$ cat config.mk
export PLATFORM = sky130hd
export DESIGN_NAME = taillight_seq_flat
export DESIGN_NICKNAME = d
export VERILOG_FILES = /design/src/rtl/taillight_seq_if.sv /design/src/rtl/taillight_seq.sv /design/src/flat_wrapper.sv
export SDC_FILE = /design/constraint.sdc
export NUM_CORES = 1
export LEC_CHECK = 0
export ABC_CLOCK_PERIOD_IN_PS = 1660
export CORE_AREA = 2 2 39 41
export CTS_CLUSTER_SIZE = 8
export DETAILED_ROUTE_END_ITERATION = 12
export DIE_AREA = 0 0 41 43
export PLACE_DENSITY = 0.69
export SLEW_MARGIN = 20
export SYNTH_ARGS = -nofsm -noshare
export SYNTH_HDL_FRONTEND = slang
export SYNTH_SLANG_ARGS = --single-unit
$ cat constraint.sdc
create_clock -name clk -period 1.66 [get_ports clk]
set_input_delay 0.166 -clock clk [delete_from_list [all_inputs] [get_ports clk]]
set_output_delay 0.166 -clock clk [all_outputs]
set_load 0.02 [all_outputs]
$ cat src/rtl/taillight_seq_if.sv
// Request and lamp-drive bundle for the turn-signal sequencer.
// The master side raises the requests and the slave side drives the lamps.
interface taillight_seq_if #(
  parameter int LIGHTS = 3
);
  logic                left;
  logic                right;
  logic                hazard;
  logic [2*LIGHTS-1:0] y;
  logic                busy;

  modport master (
    output left,
    output right,
    output hazard,
    input  y,
    input  busy
  );

  modport slave (
    input  left,
    input  right,
    input  hazard,
    output y,
    output busy
  );
endinterface

$ cat src/rtl/taillight_seq.sv
// Sequential turn-signal / hazard lamp controller: lamps grow outward one per
// frame, each non-idle frame lasting TICK_DIV clocks; outputs are Moore-decoded.
module taillight_seq #(
  parameter int LIGHTS   = 3,
  parameter int TICK_DIV = 4
) (
  input  logic           clk,
  input  logic           reset_n,
  taillight_seq_if.slave bus
);

  localparam int            SW       = $clog2(LIGHTS + 1);
  localparam int            PW       = (TICK_DIV > 1) ? $clog2(TICK_DIV) : 1;
  localparam logic [SW-1:0] STEP_MAX = SW'(LIGHTS);
  localparam logic [SW-1:0] STEP_ONE = SW'(1);
  localparam logic [PW-1:0] PRE_MAX  = PW'(TICK_DIV - 1);

  typedef enum logic [2:0] {
    IDLE,
    LEFT_SEQ,
    RIGHT_SEQ,
    HAZ_ON,
    HAZ_OFF
  } state_t;

  state_t          state;
  state_t          state_nxt;
  state_t          entry_state;
  logic [SW-1:0]   step;
  logic [SW-1:0]   step_nxt;
  logic [SW-1:0]   entry_step;
  logic [PW-1:0]   presc;
  logic [PW-1:0]   presc_nxt;
  logic            tick;
  logic            eff_haz;
  logic [2*LIGHTS-1:0] y_dec;
  logic            busy_dec;

  // Left group: lamps fill from its lowest bit (innermost) upward.
  function automatic logic [LIGHTS-1:0] grow_up(logic [SW-1:0] n);
    logic [LIGHTS-1:0] m;
    m = '0;
    for (int i = 0; i < LIGHTS; i++) begin
      if (i < int'(n)) m[i] = 1'b1;
    end
    return m;
  endfunction

  // Right group: lamps fill from its highest bit (innermost) downward.
  function automatic logic [LIGHTS-1:0] grow_down(logic [SW-1:0] n);
    logic [LIGHTS-1:0] m;
    m = '0;
    for (int i = 0; i < LIGHTS; i++) begin
      if (i < int'(n)) m[LIGHTS-1-i] = 1'b1;
    end
    return m;
  endfunction

  assign eff_haz = bus.hazard | (bus.left & bus.right);
  assign tick    = (state != IDLE) && (presc == PRE_MAX);

  // Where a fresh request lands: used from IDLE, after a dark frame and after HAZ_OFF.
  always_comb begin
    entry_state = IDLE;
    entry_step  = '0;
    if (eff_haz) begin
      entry_state = HAZ_ON;
    end else if (bus.left) begin
      entry_state = LEFT_SEQ;
      entry_step  = STEP_ONE;
    end else if (bus.right) begin
      entry_state = RIGHT_SEQ;
      entry_step  = STEP_ONE;
    end
  end

  always_comb begin
    state_nxt = state;
    step_nxt  = step;
    presc_nxt = (state == IDLE || tick) ? '0 : presc + PW'(1);
    case (state)
      IDLE: begin
        state_nxt = entry_state;
        step_nxt  = entry_step;
      end
      LEFT_SEQ, RIGHT_SEQ: begin
        if (tick) begin
          if (eff_haz) begin
            state_nxt = HAZ_ON;
            step_nxt  = '0;
          end else if (step == STEP_MAX) begin
            step_nxt = '0;
          end else if (step != '0) begin
            step_nxt = step + STEP_ONE;
          end else begin
            state_nxt = entry_state;
            step_nxt  = entry_step;
          end
        end
      end
      HAZ_ON: begin
        if (tick) state_nxt = HAZ_OFF;
      end
      HAZ_OFF: begin
        if (tick) begin
          state_nxt = entry_state;
          step_nxt  = entry_step;
        end
      end
      default: begin
        state_nxt = IDLE;
        step_nxt  = '0;
      end
    endcase
  end

  always_ff @(posedge clk or negedge reset_n) begin
    if (!reset_n) begin
      state <= IDLE;
      step  <= '0;
      presc <= '0;
    end else begin
      state <= state_nxt;
      step  <= step_nxt;
      presc <= presc_nxt;
    end
  end

  // Lamp decode depends only on registered state, so reset darkens lamps at once.
  always_comb begin
    y_dec    = '0;
    busy_dec = (state != IDLE);
    case (state)
      LEFT_SEQ:  y_dec[2*LIGHTS-1:LIGHTS] = grow_up(step);
      RIGHT_SEQ: y_dec[LIGHTS-1:0]        = grow_down(step);
      HAZ_ON:    y_dec                    = '1;
      default:   y_dec                    = '0;
    endcase
  end

  assign bus.y    = y_dec;
  assign bus.busy = busy_dec;

endmodule

$ cat src/flat_wrapper.sv
// flat-port wrapper written by rule: the top's interface ports become plain ports
module taillight_seq_flat 
#(
  parameter int LIGHTS   = 3,
  parameter int TICK_DIV = 4
)
  (clk, reset_n, bus_left, bus_right, bus_hazard, bus_y, bus_busy);
  taillight_seq_if #(.LIGHTS(LIGHTS)) bus_i ();
  input  logic clk;
  input  logic reset_n;
  input wire logic [$bits(bus_i.left)-1:0] bus_left;
  input wire logic [$bits(bus_i.right)-1:0] bus_right;
  input wire logic [$bits(bus_i.hazard)-1:0] bus_hazard;
  output wire logic [$bits(bus_i.y)-1:0] bus_y;
  output wire logic [$bits(bus_i.busy)-1:0] bus_busy;
  assign bus_i.left = bus_left;
  assign bus_i.right = bus_right;
  assign bus_i.hazard = bus_hazard;
  assign bus_y = bus_i.y;
  assign bus_busy = bus_i.busy;
  taillight_seq #(.LIGHTS(LIGHTS), .TICK_DIV(TICK_DIV)) u_core (.clk(clk), .reset_n(reset_n), .bus(bus_i));
endmodule
==> impl_metrics.csv <==
group,metric,value,unit
outcome,status,"completed",
clock_network,insertion_delay,250,ps
synthesis,ys_seq_elements,7,
global_routing,grt_max_degree,13,
placed_design,placed_area,688,um2
clock_network,cts_made_buffers,3,
synthesis,synth_mux_area_share,3.92,%
critical_path,crit_family,"simple AND/OR/NAND/NOR gates",
timing,fmax,633,MHz
critical_path,cp_data_required_time,1790,ps
synthesis,syn_area,510,um2
timing,maxSlewHeadroom,73.9,%
critical_path,crit_buf_inv,1,
global_routing,grt_overflow,0,
synthesis,synth_compound_area_share,19.1,%
route,remaining_drc_errors,0,
die,core.rowCount,14,
timing,timing.final.crit_share,95.1,%
cells_and_area,drive_above_1_share,25.3,%
power,leakage,0.345,nW
die,core,1380,um2
critical_path,arrival,1710,ps
global_routing,grt_pass1_vias,488,
route,postRouteAntennaNets,0,
route,via_count,510,
critical_path,setup.worst_path.start_class,"flop",
die,die_h,43,um
synthesis,avgSynthCellArea,8.10,um2
synthesis,synthAdderAreaFrac,7.35,%
power,power_density,2020,nW/um2
cells_and_area,final_cell_area,734,um2
placed_design,gp_congestion,0.771,
power,seq_power_share,24.9,%
synthesis,yosys.area_share.simple,26.7,%
cells_and_area,diodes,0,
synthesis,synthCells,63,
timing,drv_slew,0,
clock_network,cts.sinks,7,
power,combPwrFrac,64.5,%
placed_design,place_hpwl,939,um
power,ir_drop,0.883,mV
cells_and_area,final_cell_mix,"10 x nor2_1, 8 x buf_4, 5 x a21oi_1, 5 x dlygate4sd2_1, 5 x dfrtp_1",
clock_network,clock_path_buffers,2,
timing,fin_crit,1580,ps
route,avgRoutedWirePerCell,12.8,um
power,clkPwrFrac,10.6,%
synthesis,synth_top_family_by_area,"simple AND/OR/NAND/NOR gates",
cells_and_area,area_delta_synth_final,43.9,%
die,die_w,41,um
placed_design,io_buffers,11,
route,wl,1.26,mm
critical_path,cp.depth,6,
clock_network,ctsRootBufferMaster,"clkbuf_4",
critical_path,rrSetupSlack,80,ps
timing,setup-violations-final,0,
power,p_sw_share,46.9,%
critical_path,path_cells,"inv_2 > ha_4 > nor2b_1 > or4b_4 > o31ai_2 > o2bb2ai_1",
timing,worst_pin_slew,382,ps
cells_and_area,finish.utilization,53.1,%
power,intPower,0.000787,W
clock_network,cts_tree,"built",
cells_and_area,nets,92,
critical_path,worstPathMaxFanout,5,
synthesis,synth-seq-area-share,34.3,%
clock_network,clkTransAtPathRegs,60,ps
die,initial_core_util,36.9,%
die,ios,12,
synthesis,synthXorXnorAreaFrac,1.72,%
cells_and_area,final_common_cell,"nor2_1",
global_routing,grt_use_total,16.7,%
critical_path,critPathMaxStageDelay,510,ps
synthesis,yosysWarnings,0,
critical_path,crit_path_end_kind,"flop",
die,dieArea,1760,um2
critical_path,rr_worst_depth,6,
global_routing,antenna_found_initial,0,
clock_network,htree_levels,1,
worst_hold_path,hp-class,"input pin to async pin",
synthesis,synth_cell_type_count,24,
clock_network,post-cts-setup-buffers,0,
critical_path,crit_slowest_cell,"or4b_4",
timing,skew,4.78,ps
route,drt_first_iter_violations,11,
timing,fin_hold_ws,173,ps
route,via_per_inst,5.15,
critical_path,crit_type,"flop to flop",
power,p_switching,0.000695,W
route,drt_pass1_iterations,4,
global_routing,grt_pass1_wl,1.95,mm
synthesis,syn_nets,71,
timing,hold_viol,0,
run,maxCapViolations,0,
-- cells by family (layout without fill, tap and decap cells) --
family	count (synthesis)	count (layout)
buf+inv	9	29
xor+xnor	1	1
compound gates	15	15
simple gates	26	26
fa+ha+maj	3	3
flops	7	7
mux	2	2
-- power by group through the flow --
stage          combinational (W)  sequential (W)  clock [W]
2_1_floorplan           0.000684        0.000281          0
3_3_place_gp            0.000964        0.000344          0
3_5_place_dp            0.000973        0.000351          0
4_1_cts                 0.000902        0.000353   0.000166
5_1_grt                  0.00105        0.000379   0.000174
6_report                0.000956        0.000369   0.000157
-- synth_stat cells --
cell type,number,area share [%]
a2111oi_0,1,1.7
a21oi_1,5,4.9
buf_2,1,0.98
clkbuf_1,2,1.5
dfrtp_1,7,34
ha_1,3,7.4
inv_1,6,4.4
mux2i_1,2,3.9
nand2_1,3,2.2
nand2b_1,3,3.7
nand3_1,1,0.98
nor2_1,10,7.4
nor2b_1,2,2.5
nor3_1,4,3.9
nor3b_1,1,1.5
o211ai_1,1,1.5
o21a_1,1,1.5
o21ai_0,3,2.9
o21ai_2,1,1.7
o2bb2ai_1,2,3.4
o31ai_1,1,1.5
or4b_1,1,2.0
or4b_4,1,2.7
xnor2_1,1,1.7
-- metal layers --
metal / part of all wire (%) / vias up / global-route usage [%]
li1: - / 255 / -
met1: 46 / 245 / 21.8
met2: 52 / 10 / 23.4
met3: 2.2 / 0 / 4.71
met4: 0 / 0 / 10.0
met5: 0 / - / 0
-- layout make-up --
class                           instances  area [um2]
Tap cell                               16        20.0
Sequential cell                         7         178
Clock inverter                          1        5.00
Clock buffer                            3        22.5
Multi-Input combinational cell         47         323
Fill cell                             140         649
Timing Repair Buffer                   19         164
Inverter                                6        22.5
-- stage by stage --
stage | setup slack [ps] | TNS [ps] | cells | power, W
2_1_floorplan | 107 | 0 | 63 | 0.000965
3_3_place_gp | -19.1 | -19.1 | 95 | 0.00131
3_5_place_dp | -25.5 | -38.4 | 95 | 0.00132
4_1_cts | 17.2 | 0 | 99 | 0.00142
5_1_grt | -5.82 | -5.82 | 99 | 0.00161
6_report | 81.4 | 0 | 99 | 0.00148
-- repair_timing --
action,CTS,global route
pin swaps,0,2
setup endpoints to repair,9,3
resized for setup,10,7
hold buffers,0,0
-- flip-flops by register name (all words and copies together) (netlist names) --
name / cells
u_core.step: 2
u_core.state: 3
u_core.presc: 2
-- final timing paths --
kind	from	to
max in group asynchronous	reset_n	u_core.state[1]
hold reg to reg	u_core.presc[0]	u_core.presc[0]
min in group clk	u_core.presc[0]	u_core.presc[0]
hold / removal	reset_n	u_core.state[2]
setup reg to reg	u_core.step[0]	u_core.state[0]
setup / recovery	u_core.step[0]	u_core.state[0]
(Power assumes the default switching activity.)
